File: config.mk
export PLATFORM = sky130hd
export DESIGN_NAME = fetch_pair_queue_flat
export DESIGN_NICKNAME = d
export VERILOG_FILES = /design/src/rtl/fetch_pair_queue_if.sv /design/src/rtl/fetch_pair_queue.sv /design/src/flat_wrapper.sv
export SDC_FILE = /design/constraint.sdc
export NUM_CORES = 1
export LEC_CHECK = 0
export ABC_AREA = 1
export CAP_MARGIN = 20
export CORE_MARGIN = 4
export CORE_UTILIZATION = 30
export DETAILED_ROUTE_END_ITERATION = 6
export GPL_TIMING_DRIVEN = 0
export PLACE_DENSITY = 0.57
export SYNTH_ARGS = -nofsm -noshare
export SYNTH_HDL_FRONTEND = slang
export SYNTH_SLANG_ARGS = --single-unit
File: constraint.sdc
create_clock -name clk -period 2.1 [get_ports clk]
set_input_delay 0.42 -clock clk [delete_from_list [all_inputs] [get_ports clk]]
set_output_delay 0.42 -clock clk [all_outputs]
set_load 0.1 [all_outputs]
File: src/rtl/fetch_pair_queue_if.sv
// Handshake bundle between fetch, the pair queue and decode.
// The slave modport is the queue's view; master is the fetch/decode side.
interface fetch_pair_queue_if #(
    parameter int IW = 32,
    parameter int AW = 32
);
    logic          in_valid;
    logic          in_ready;
    logic [IW-1:0] in_instr_1;
    logic [IW-1:0] in_instr_2;
    logic [AW-1:0] in_pc_1;
    logic [AW-1:0] in_pc_2;

    logic          out_valid;
    logic          out_ready;
    logic [IW-1:0] out_instr_1;
    logic [IW-1:0] out_instr_2;
    logic [AW-1:0] out_pc_1;
    logic [AW-1:0] out_pc_2;

    modport master (
        output in_valid, in_instr_1, in_instr_2, in_pc_1, in_pc_2, out_ready,
        input  in_ready, out_valid, out_instr_1, out_instr_2, out_pc_1, out_pc_2
    );

    modport slave (
        input  in_valid, in_instr_1, in_instr_2, in_pc_1, in_pc_2, out_ready,
        output in_ready, out_valid, out_instr_1, out_instr_2, out_pc_1, out_pc_2
    );
endinterface

File: src/rtl/fetch_pair_queue.sv
// FIFO of fetched instruction pairs between fetch and dual-issue decode.
// Occupancy is tracked by count; a flush empties the queue in one cycle.
module fetch_pair_queue #(
    parameter int DEPTH = 4,
    parameter int IW    = 32,
    parameter int AW    = 32
) (
    input  logic                       clk,
    input  logic                       rst_n,
    input  logic                       flush,
    fetch_pair_queue_if.slave          bus,
    output logic [$clog2(DEPTH+1)-1:0] count
);
    localparam int PW = $clog2(DEPTH);
    localparam int CW = $clog2(DEPTH + 1);
    localparam logic [CW-1:0] FULL = CW'(DEPTH);

    typedef struct packed {
        logic [IW-1:0] instr_1;
        logic [IW-1:0] instr_2;
        logic [AW-1:0] pc_1;
        logic [AW-1:0] pc_2;
    } pair_t;

    pair_t          mem [DEPTH];
    logic [PW-1:0]  wr_ptr;
    logic [PW-1:0]  rd_ptr;
    logic           push;
    logic           pop;
    pair_t          in_pair;
    pair_t          head;

    assign bus.in_ready  = (count != FULL);
    assign bus.out_valid = (count != '0);

    // Flush wins over both transfers, so neither pointer moves on its own
    assign push = bus.in_valid  & bus.in_ready  & ~flush;
    assign pop  = bus.out_valid & bus.out_ready & ~flush;

    assign in_pair = '{instr_1: bus.in_instr_1, instr_2: bus.in_instr_2,
                       pc_1: bus.in_pc_1, pc_2: bus.in_pc_2};

    // Stale entries stay in storage after a pop or flush, so mask the head when empty
    assign head = bus.out_valid ? mem[rd_ptr] : '0;

    assign bus.out_instr_1 = head.instr_1;
    assign bus.out_instr_2 = head.instr_2;
    assign bus.out_pc_1    = head.pc_1;
    assign bus.out_pc_2    = head.pc_2;

    always_ff @(posedge clk or negedge rst_n) begin
        if (!rst_n) begin
            wr_ptr <= '0;
            rd_ptr <= '0;
            count  <= '0;
            for (int i = 0; i < DEPTH; i++) begin
                mem[i] <= '0;
            end
        end else if (flush) begin
            wr_ptr <= '0;
            rd_ptr <= '0;
            count  <= '0;
        end else begin
            if (push) begin
                mem[wr_ptr] <= in_pair;
                wr_ptr      <= wr_ptr + 1'b1;
            end
            if (pop) begin
                rd_ptr <= rd_ptr + 1'b1;
            end
            if (push && !pop) begin
                count <= count + 1'b1;
            end else if (pop && !push) begin
                count <= count - 1'b1;
            end
        end
    end
endmodule

File: src/flat_wrapper.sv
// flat-port wrapper written by rule: the top's interface ports become plain ports
module fetch_pair_queue_flat 
#(
    parameter int DEPTH = 4,
    parameter int IW    = 32,
    parameter int AW    = 32
)
  (clk, rst_n, flush, count, bus_in_valid, bus_in_instr_1, bus_in_instr_2, bus_in_pc_1, bus_in_pc_2, bus_out_ready, bus_in_ready, bus_out_valid, bus_out_instr_1, bus_out_instr_2, bus_out_pc_1, bus_out_pc_2);
  fetch_pair_queue_if #(.IW(IW), .AW(AW)) bus_i ();
  input  logic clk;
  input  logic rst_n;
  input  logic flush;
  output logic [$clog2(DEPTH+1)-1:0] count;
  input wire logic [$bits(bus_i.in_valid)-1:0] bus_in_valid;
  input wire logic [$bits(bus_i.in_instr_1)-1:0] bus_in_instr_1;
  input wire logic [$bits(bus_i.in_instr_2)-1:0] bus_in_instr_2;
  input wire logic [$bits(bus_i.in_pc_1)-1:0] bus_in_pc_1;
  input wire logic [$bits(bus_i.in_pc_2)-1:0] bus_in_pc_2;
  input wire logic [$bits(bus_i.out_ready)-1:0] bus_out_ready;
  output wire logic [$bits(bus_i.in_ready)-1:0] bus_in_ready;
  output wire logic [$bits(bus_i.out_valid)-1:0] bus_out_valid;
  output wire logic [$bits(bus_i.out_instr_1)-1:0] bus_out_instr_1;
  output wire logic [$bits(bus_i.out_instr_2)-1:0] bus_out_instr_2;
  output wire logic [$bits(bus_i.out_pc_1)-1:0] bus_out_pc_1;
  output wire logic [$bits(bus_i.out_pc_2)-1:0] bus_out_pc_2;
  assign bus_i.in_valid = bus_in_valid;
  assign bus_i.in_instr_1 = bus_in_instr_1;
  assign bus_i.in_instr_2 = bus_in_instr_2;
  assign bus_i.in_pc_1 = bus_in_pc_1;
  assign bus_i.in_pc_2 = bus_in_pc_2;
  assign bus_i.out_ready = bus_out_ready;
  assign bus_in_ready = bus_i.in_ready;
  assign bus_out_valid = bus_i.out_valid;
  assign bus_out_instr_1 = bus_i.out_instr_1;
  assign bus_out_instr_2 = bus_i.out_instr_2;
  assign bus_out_pc_1 = bus_i.out_pc_1;
  assign bus_out_pc_2 = bus_i.out_pc_2;
  fetch_pair_queue #(.DEPTH(DEPTH), .IW(IW), .AW(AW)) u_core (.clk(clk), .rst_n(rst_n), .flush(flush), .bus(bus_i), .count(count));
endmodule
==> qor.yml, run 1 <==
logic_synthesis:
  synth.ff_latch_count: 519
  synth_area_mm2: 0.0237
  yosysWarnings: 0
  ys_seq_area_frac: 0.549
  synth_nets: 2972
  synthCells: 2834
  netlist_top_cells_area: "dfrtp_1 (55%), o21ai_1 (9.8%), nand2_1 (8.4%)"
  synth_top_area_cell: "dfrtp_1"
  synth_top_area_frac: 0.549
  synth.distinct_cells: 23
  avgSynthCellArea_um2: 8.35
run_status:
  outcome: "finished with violations"
  violations: "hold timing, setup timing"
clock_tree:
  numCtsBuffers: 59
  clock_path_buffers: 3
  clock_sinks: 519
  insertion_delay_ps: 620
  h-tree-depth: 2
  cts_tree: "built"
  cts-root-buf: "clkbuf_16"
  path_clk_slew_ps: 60
global_route:
  grtUsageTotal: 0.203
  grt_util_met3: 0.0276
  grt_pass1_wl_um: 131000
  use_met2: 0.330
  antenna_found_initial: 1
  overflow: 0
  top_usage_layer: "met2"
  use_met1: 0.292
  grt_max_degree: 118
  grt_pass1_vias: 20542
sta:
  maxSlewViolCount: 0
  period_share: 1.32
  fmax_mhz: 360
  whs_ps: -93.8
  slew_headroom: 0.352
  tightest_slew_ps: 969
  hold_viol: 107
  final-setup-viol-count: 149
  finClkSkew_ps: 24.4
  final.setup.worst_slack_ps: -676
  fin_crit_ps: 2780
  rsz0062_at_grt: "yes"
routing:
  drt_wl_total_um: 86900
  drc: 0
  drtPass1Iterations: 5
  via_per_inst: 4.89
  drt_iter0_markers: 1827
  wire_per_inst_um: 20.4
  drtAntennaViolNets: 0
  vias: 20837
finish:
  final_nets: 3311
  final_util: 0.419
  syn_to_final_growth_pct: 38.0
  final_common_cell: "o21ai_1"
  final_cell_mix: "o21ai_1 (555), nand2_1 (526), dfrtp_1 (516)"
  drive_gt1_frac: 0.191
placement:
  port_buffers: 265
  place.gp.congestion: 0.799
  dpl.hpwl_um: 58000
critical_path:
  crit_chain: "buf_12, clkinv_8, clkbuf_16, clkbuf_16, o21ai_0, a21oi_2, buf_12"
  start_kind: "flop"
  crit_family: "buffers and inverters"
  worstPathArrival_ps: 2360
  cp-end-kind: "primary output"
  cp_max_fo: 8
  slowest_stage: "dfrtp_1"
  critPathKind: "flop to primary output"
  crit_buf_inv: 5
  max_stage_delay_ps: 390
  worstPathRequired_ps: 1680
die:
  die_w_um: 289
  initial_utilization: 0.304
  rows: 102
  io_pins: 266
  dieArea_mm2: 0.0834
  fp.dieH_um: 289
  core_mm2: 0.0778
flow_run:
  max_cap_violations: 0
min_path:
  hp-class: "input pin to asynchronous set/reset pin"
==> logic make-up after synthesis <==
family,count (synthesis),share of synthesized area
fa+ha+maj,5,0.00296
xor+xnor,1,0.000370
simple gates,1054,0.170
flops,519,0.549
compound gates,905,0.195
buf+inv,350,0.0829
==> state kept, by name, indices dropped and copies added, names as in the netlist <==
signal and count:
u_core.mem 512, u_core.count 3, u_core.rd_ptr 2, u_core.wr_ptr 2
==> worst reg2reg max path, cell delays in order (launching register included) <==
cell	delay, ps
dfrtp_4	510
nor2_4	200
buf_4	140
nand2_2	80
nand2_4	120
nor2_8	70
nand2_4	110
clkbuf_1	580
o21ai_0	210
==> final timing paths <==
path	start	to	slack, ps	depth (start not counted)
max reg2reg	u_core.count[0]	u_core.mem[287]	-110	8
min reg2reg	u_core.mem[305]	u_core.mem[305]	470	2
max in group asynchronous	rst_n	u_core.mem[326]	550	3
min in group clk	bus_in_instr_1[8]	u_core.mem[360]	430	3
min	rst_n	u_core.mem[267]	-90	1
max	u_core.rd_ptr[0]	bus_out_instr_1[1]	-680	7
==> routing by layer <==
| layer | routed length [um] | up-vias |
|---|---|---|
| met3 | 4810 | 93 |
| met4 | 1850 | 0 |
| li1 | - | 9915 |
| met2 | 40700 | 607 |
| met5 | 0 | - |
| met1 | 39500 | 10222 |
==> area by class of cell <==
type,instances,area [um^2]
inverter,139,539
fill,7869,45200
antenna,1,2.50
timing repair buffer,279,3910
clock inverter,14,223
clock buffer,93,1800
sequential,519,13000
buffer,210,2330
multi-input combinational,1965,9540
tap,1040,1300
==> per-stage QoR <==
stage | instances | worst slack, ps | hold slack [ps] | setup TNS, ps | cell area [um^2]
global placement | 4139 | -27710 | 458 | - | 28100
floorplan | 2834 | -1080 | 124 | -102340 | 24200
finish | 4260 | -676 | -93.8 | -71880 | 32600
global route | 4259 | -700 | -34.2 | -89820 | 32600
detailed placement | 4143 | -1770 | 464 | -235820 | 28200
CTS | 4252 | -699 | -73.5 | -83550 | 31500
==> cells in the mapped netlist (all sizes together) <==
| cell | count |
|---|---|
| dfrtp | 519 |
| a21oi | 132 |
| buf | 159 |
| inv | 139 |
| clkbuf | 52 |
| o21ai | 773 |
| nand3b | 1 |
| nand2 | 533 |
| fa | 1 |
| nand3 | 5 |
| nor2 | 515 |
| ha | 4 |
| xor2 | 1 |
==> repair_timing <==
item | in CTS | in global routing
endpoints found under the setup margin | 135 | 160
endpoints found under the hold margin | 107 | 66
cloned | 1 | 6
pin swaps | 23 | 67
resized for setup | 1228 | 354
buffers inserted | 1 | 2
Power of run 1 is left out: the tool's default activity adds up to more than one toggle a clock period on the data nets, which glitch-free logic cannot reach.
==> run 2: changes to the inputs <==
Settings changed: CORE_MARGIN 4 to 5.
==> run 2 against run 1 <==
Net effect: the flow finishes with violations (setup timing); largest cell class unchanged; clock skew increased by 4.6 ps; critical path type unchanged; non-clock buffer count is 9 higher; flip-flop and latch count is the same; global-route usage shrank 0.58 points; first-iteration DRC count rose by 7.5%; die area grew 1.4%; utilization is 0.080 points higher; maximum frequency is 0.20% higher; via count grew 0.41%; critical endpoint is now bus_out_pc_1[23].
==> qor.yml, run 2 (synthesized netlist as in run 1, its figures left out) <==
run_status:
  violations: "setup timing"
  outcome: "finished with violations"
sta:
  final.setup.worst_slack_ps: -670
  fin_crit_ps: 2770
  fmax_mhz: 361
  hold_viol: 0
  period_share: 1.32
  maxSlewViolCount: 0
  tightest_slew_ps: 959
  finClkSkew_ps: 29.0
  slew_headroom: 0.363
  final-setup-viol-count: 132
  rsz0062_at_grt: "yes"
placement:
  port_buffers: 265
  dp_cells: 4153
  dpl.hpwl_um: 57900
  place.gp.congestion: 0.793
clock_tree:
  h-tree-depth: 2
  path_clk_slew_ps: 60
  cts_tree: "built"
  cts-root-buf: "clkbuf_16"
  insertion_delay_ps: 630
  clock_path_buffers: 3
  numCtsBuffers: 59
  clock_sinks: 519
die:
  io_pins: 266
  initial_utilization: 0.301
  core_mm2: 0.0786
  rows: 103
  die_w_um: 291
  fp.dieH_um: 291
  dieArea_mm2: 0.0846
flow_run:
  max_cap_violations: 0
routing:
  wire_per_inst_um: 20.2
  drt_wl_total_um: 86600
  vias: 20923
  drt_iter0_markers: 1964
  drc: 0
  drtAntennaViolNets: 0
  via_per_inst: 4.89
  drtPass1Iterations: 5
critical_path:
  worstPathArrival_ps: 2350
  crit_buf_inv: 4
  critPathKind: "flop to primary output"
  max_stage_delay_ps: 370
  start_kind: "flop"
  cp-end-kind: "primary output"
  crit_chain: "buf_12, buf_12, buf_12, nor2_1, nor2_1, o21ai_0, a21oi_2, buf_12"
  worstPathRequired_ps: 1680
  crit_family: "buffers and inverters"
  cp_max_fo: 10
  slowest_stage: "dfrtp_1"
  crit_top_cell: "buf_12"
global_route:
  antenna_found_initial: 2
  grt_pass1_wl_um: 131000
  overflow: 0
  grt_pass1_vias: 20467
  grt_max_degree: 119
  grtUsageTotal: 0.198
finish:
  final_common_cell: "o21ai_1"
  final_nets: 3320
  regMostFlops: "u_core.mem"
  top_regs: "u_core.mem (512), u_core.count (3)"
  largest_reg_flops: 512
  final_cells: 4280
  final_cell_mix: "o21ai_1 (600), nand2_1 (526), dfrtp_1 (516)"
  syn_to_final_growth_pct: 39.6
  drive_gt1_frac: 0.198
min_path:
  hp-class: "input pin to asynchronous set/reset pin"
[run 2: cell type report]
type                    count  area (um^2)
well taps                1050         1310
inverters                 139          543
clock inverters            25          308
flip-flops and latches    519        13000
plain buffers             210         2410
multi-input cells        1965         9540
clock buffers              83         1750
repair buffers            288         4160
fillers                  7933        45600
diodes                      1         2.50
[run 2: through the flow]
stage | instance area (um^2) | setup slack, ps | setup TNS (ps) | util | hold slack [ps]
after global routing | 33000 | -759 | -118890 | 0.420 | 412
after floorplan | 24200 | -1080 | -102340 | - | 124
after CTS | 32100 | -723 | -79400 | 0.408 | 390
after detailed placement | 28300 | -1820 | -206710 | 0.359 | 463
final | 33000 | -670 | -69630 | 0.420 | 380
after global placement | 28100 | -27690 | - | 0.358 | 458
[run 2: final timing paths]
path                                        start          endpoint  slack, ps  depth (start not counted)
worst max-delay path             u_core.rd_ptr[0]  bus_out_pc_1[23]       -670                          8
worst min-delay path                        rst_n   u_core.mem[269]        380                          2
worst max register to register    u_core.count[0]   u_core.mem[479]        -10                          8
worst min register to register     u_core.mem[50]    u_core.mem[50]        480                          2
max in group asynchronous                   rst_n   u_core.count[0]        100                          4
min in group clk                bus_in_instr_1[5]   u_core.mem[229]        410                          3
[run 2: metal layers]
layer / track usage / wire length (um)
met3: 0.0321 / 4620
met5: 0 / 0
met4: 0.0466 / 2080
met1: 0.285 / 39800
met2: 0.313 / 40100
[run 2: worst register-to-register path, cell delays in order, from the launching register on]
cell and delay [ps]:
dfrtp_4 500, nor2_4 190, buf_4 150, nand2_2 80, nand2_4 120, nor2_8 70
nand2_4 100, clkbuf_1 550, o21ai_0 200
[run 2: what timing repair did]
action                                  4_1_cts  5_1_grt
resized for setup                          1350      308
gates cloned                                  3        9
buffers inserted                              1        5
hold buffers                                  1        0
endpoints found under the setup margin      133      542
pin swaps                                    31       72
hold endpoints to repair                     81        0
Power of run 2 is left out for the same reason.
==> run 3: changes to the inputs <==
Settings changed: CORE_ASPECT_RATIO from default to 0.6, SETUP_SLACK_MARGIN from default to 0.5.
==> run 3 against run 2 <==
Net effect: the run ends with hold timing, setup timing left; maximum frequency grew 1.1%; global-route usage grew 0.56 points; register-to-register slack hardly changed; routed wire length is 3.9% higher; via count increased by 1.0%; utilization grew 0.92 points; clock skew shrank 14 ps; highest routed layer is now met5; sequential share of layout area decreased by 0.43 points; non-clock buffer count up 23; setup slack better by 29 ps; critical path depth did not move; flip-flop and latch count stayed put.
==> qor.yml, run 3 (synthesized netlist as in run 1, its figures left out) <==
global_route:
  antenna_found_initial: 4
  grt_max_degree: 118
  grt_pass1_wl_um: 131000
  grt_util_met3: 0.0366
  overflow: 0
  use_met1: 0.309
  use_met2: 0.301
  top_usage_layer: "met1"
  grtUsageTotal: 0.203
  grt_pass1_vias: 20615
clock_tree:
  path_clk_slew_ps: 60
  clock_sinks: 519
  cts_tree: "built"
  clock_path_buffers: 3
  h-tree-depth: 2
  cts-root-buf: "clkbuf_16"
  numCtsBuffers: 53
  insertion_delay_ps: 610
run_status:
  violations: "hold timing, setup timing"
  outcome: "finished with violations"
finish:
  fillers: 7713
  top_regs: "u_core.mem (512), u_core.count (3)"
  largest_reg_flops: 512
  final_nets: 3337
  final_common_cell: "o21ai_1"
  final_area_mm2: 0.0334
  final_cells: 4291
  drive_gt1_frac: 0.211
  syn_to_final_growth_pct: 41.2
  regMostFlops: "u_core.mem"
  final_cell_mix: "o21ai_1 (601), nand2_1 (520), dfrtp_1 (515)"
sta:
  fin_crit_ps: 2740
  whs_ps: -258
  maxSlewViolCount: 0
  tightest_slew_ps: 670
  period_share: 1.31
  slew_headroom: 0.553
  final.setup.worst_slack_ps: -641
  rsz0062_at_grt: "yes"
  finClkSkew_ps: 15.4
  setup_tns_ps: -68580
  fmax_mhz: 365
  hold_viol: 61
  final-setup-viol-count: 132
routing:
  drt_wl_total_um: 89900
  drt_iter0_markers: 1749
  via_per_inst: 4.92
  drc: 0
  vias: 21132
  drtPass1Iterations: 5
  drtAntennaViolNets: 0
  wire_per_inst_um: 21.0
critical_path:
  start_kind: "flop"
  critPathKind: "flop to primary output"
  crit_family: "buffers and inverters"
  crit_buf_inv: 4
  slowest_stage: "dfrtp_1"
  max_stage_delay_ps: 380
  worstPathArrival_ps: 2320
  cp_max_fo: 8
  crit_chain: "buf_12, buf_16, buf_12, nor2_1, nor2_1, o21ai_2, a21oi_4, buf_12"
  worstPathRequired_ps: 1680
  crit_top_cell: "buf_12"
  cp-end-kind: "primary output"
die:
  dieArea_mm2: 0.0848
  io_pins: 266
  core_mm2: 0.0778
  fp.dieH_um: 228
  rows: 79
  initial_utilization: 0.304
  die_w_um: 373
power:
  power_mw: 66.3
  power_density_mw_per_mm2: 1990
  power_leakage_nw: 15.0
  irDropWorstVdd_uv: 1970
min_path:
  hp-class: "input pin to asynchronous set/reset pin"
placement:
  place.gp.congestion: 0.805
  port_buffers: 265
  pre_cts_ws_ps: -1880
  dpl.hpwl_um: 59400
  place_area_mm2: 0.0283
  dp_cells: 4156
flow_run:
  max_cap_violations: 0
## run 3: area by class of cell
class,instances,area [um^2],share of cell area
antenna,2,5.00,0.000150
buffer,211,2650,0.0793
clock buffer,79,1540,0.0460
clock inverter,13,119,0.00356
inverter,139,542,0.0162
multi-input combinational,1965,9790,0.293
sequential,519,13000,0.389
tap,1053,1320,0.0395
timing repair buffer,310,4430,0.133
## run 3: metrics by stage
step | utilization | hold WS [ps]
5_1_grt | 0.429 | -249
6_report | 0.429 | -258
3_3_place_gp | 0.362 | 459
2_1_floorplan | - | 124
4_1_cts | 0.400 | -267
3_5_place_dp | 0.363 | 413
## run 3: layer usage
metal  up-vias  part of all wire
met5         -           0.00012
met4         2             0.016
met3       102             0.062
met2       594              0.44
met1     10429              0.49
li1      10005                 -
## run 3: final timing paths
kind | from | to | slack [ps] | depth (start not counted)
worst min register to register | u_core.mem[302] | u_core.mem[302] | 480 | 2
min in group clk | bus_in_instr_2[15] | u_core.mem[79] | 420 | 3
worst max-delay path | u_core.rd_ptr[0] | bus_out_pc_2[0] | -640 | 8
worst min-delay path | rst_n | u_core.mem[411] | -260 | 1
max in group asynchronous | rst_n | u_core.count[1] | 730 | 3
worst max register to register | u_core.count[2] | u_core.mem[354] | 0 | 11
## run 3: power by group
part / switching [mW] / internal, mW
sequential: 2.63 / 14.6
clock: 4.15 / 5.27
combinational: 26.0 / 13.7
total: 32.7 / 33.6
## run 3: timing repair
action | 4_1_cts | 5_1_grt
setup endpoints to repair | 649 | 651
gates cloned | 1 | 15
resized for setup | 1210 | 645
endpoints found under the hold margin | 61 | 61
pin swaps | 33 | 124
buffers inserted | 0 | 25
No activity file was read; power rests on OpenSTA's default activity.
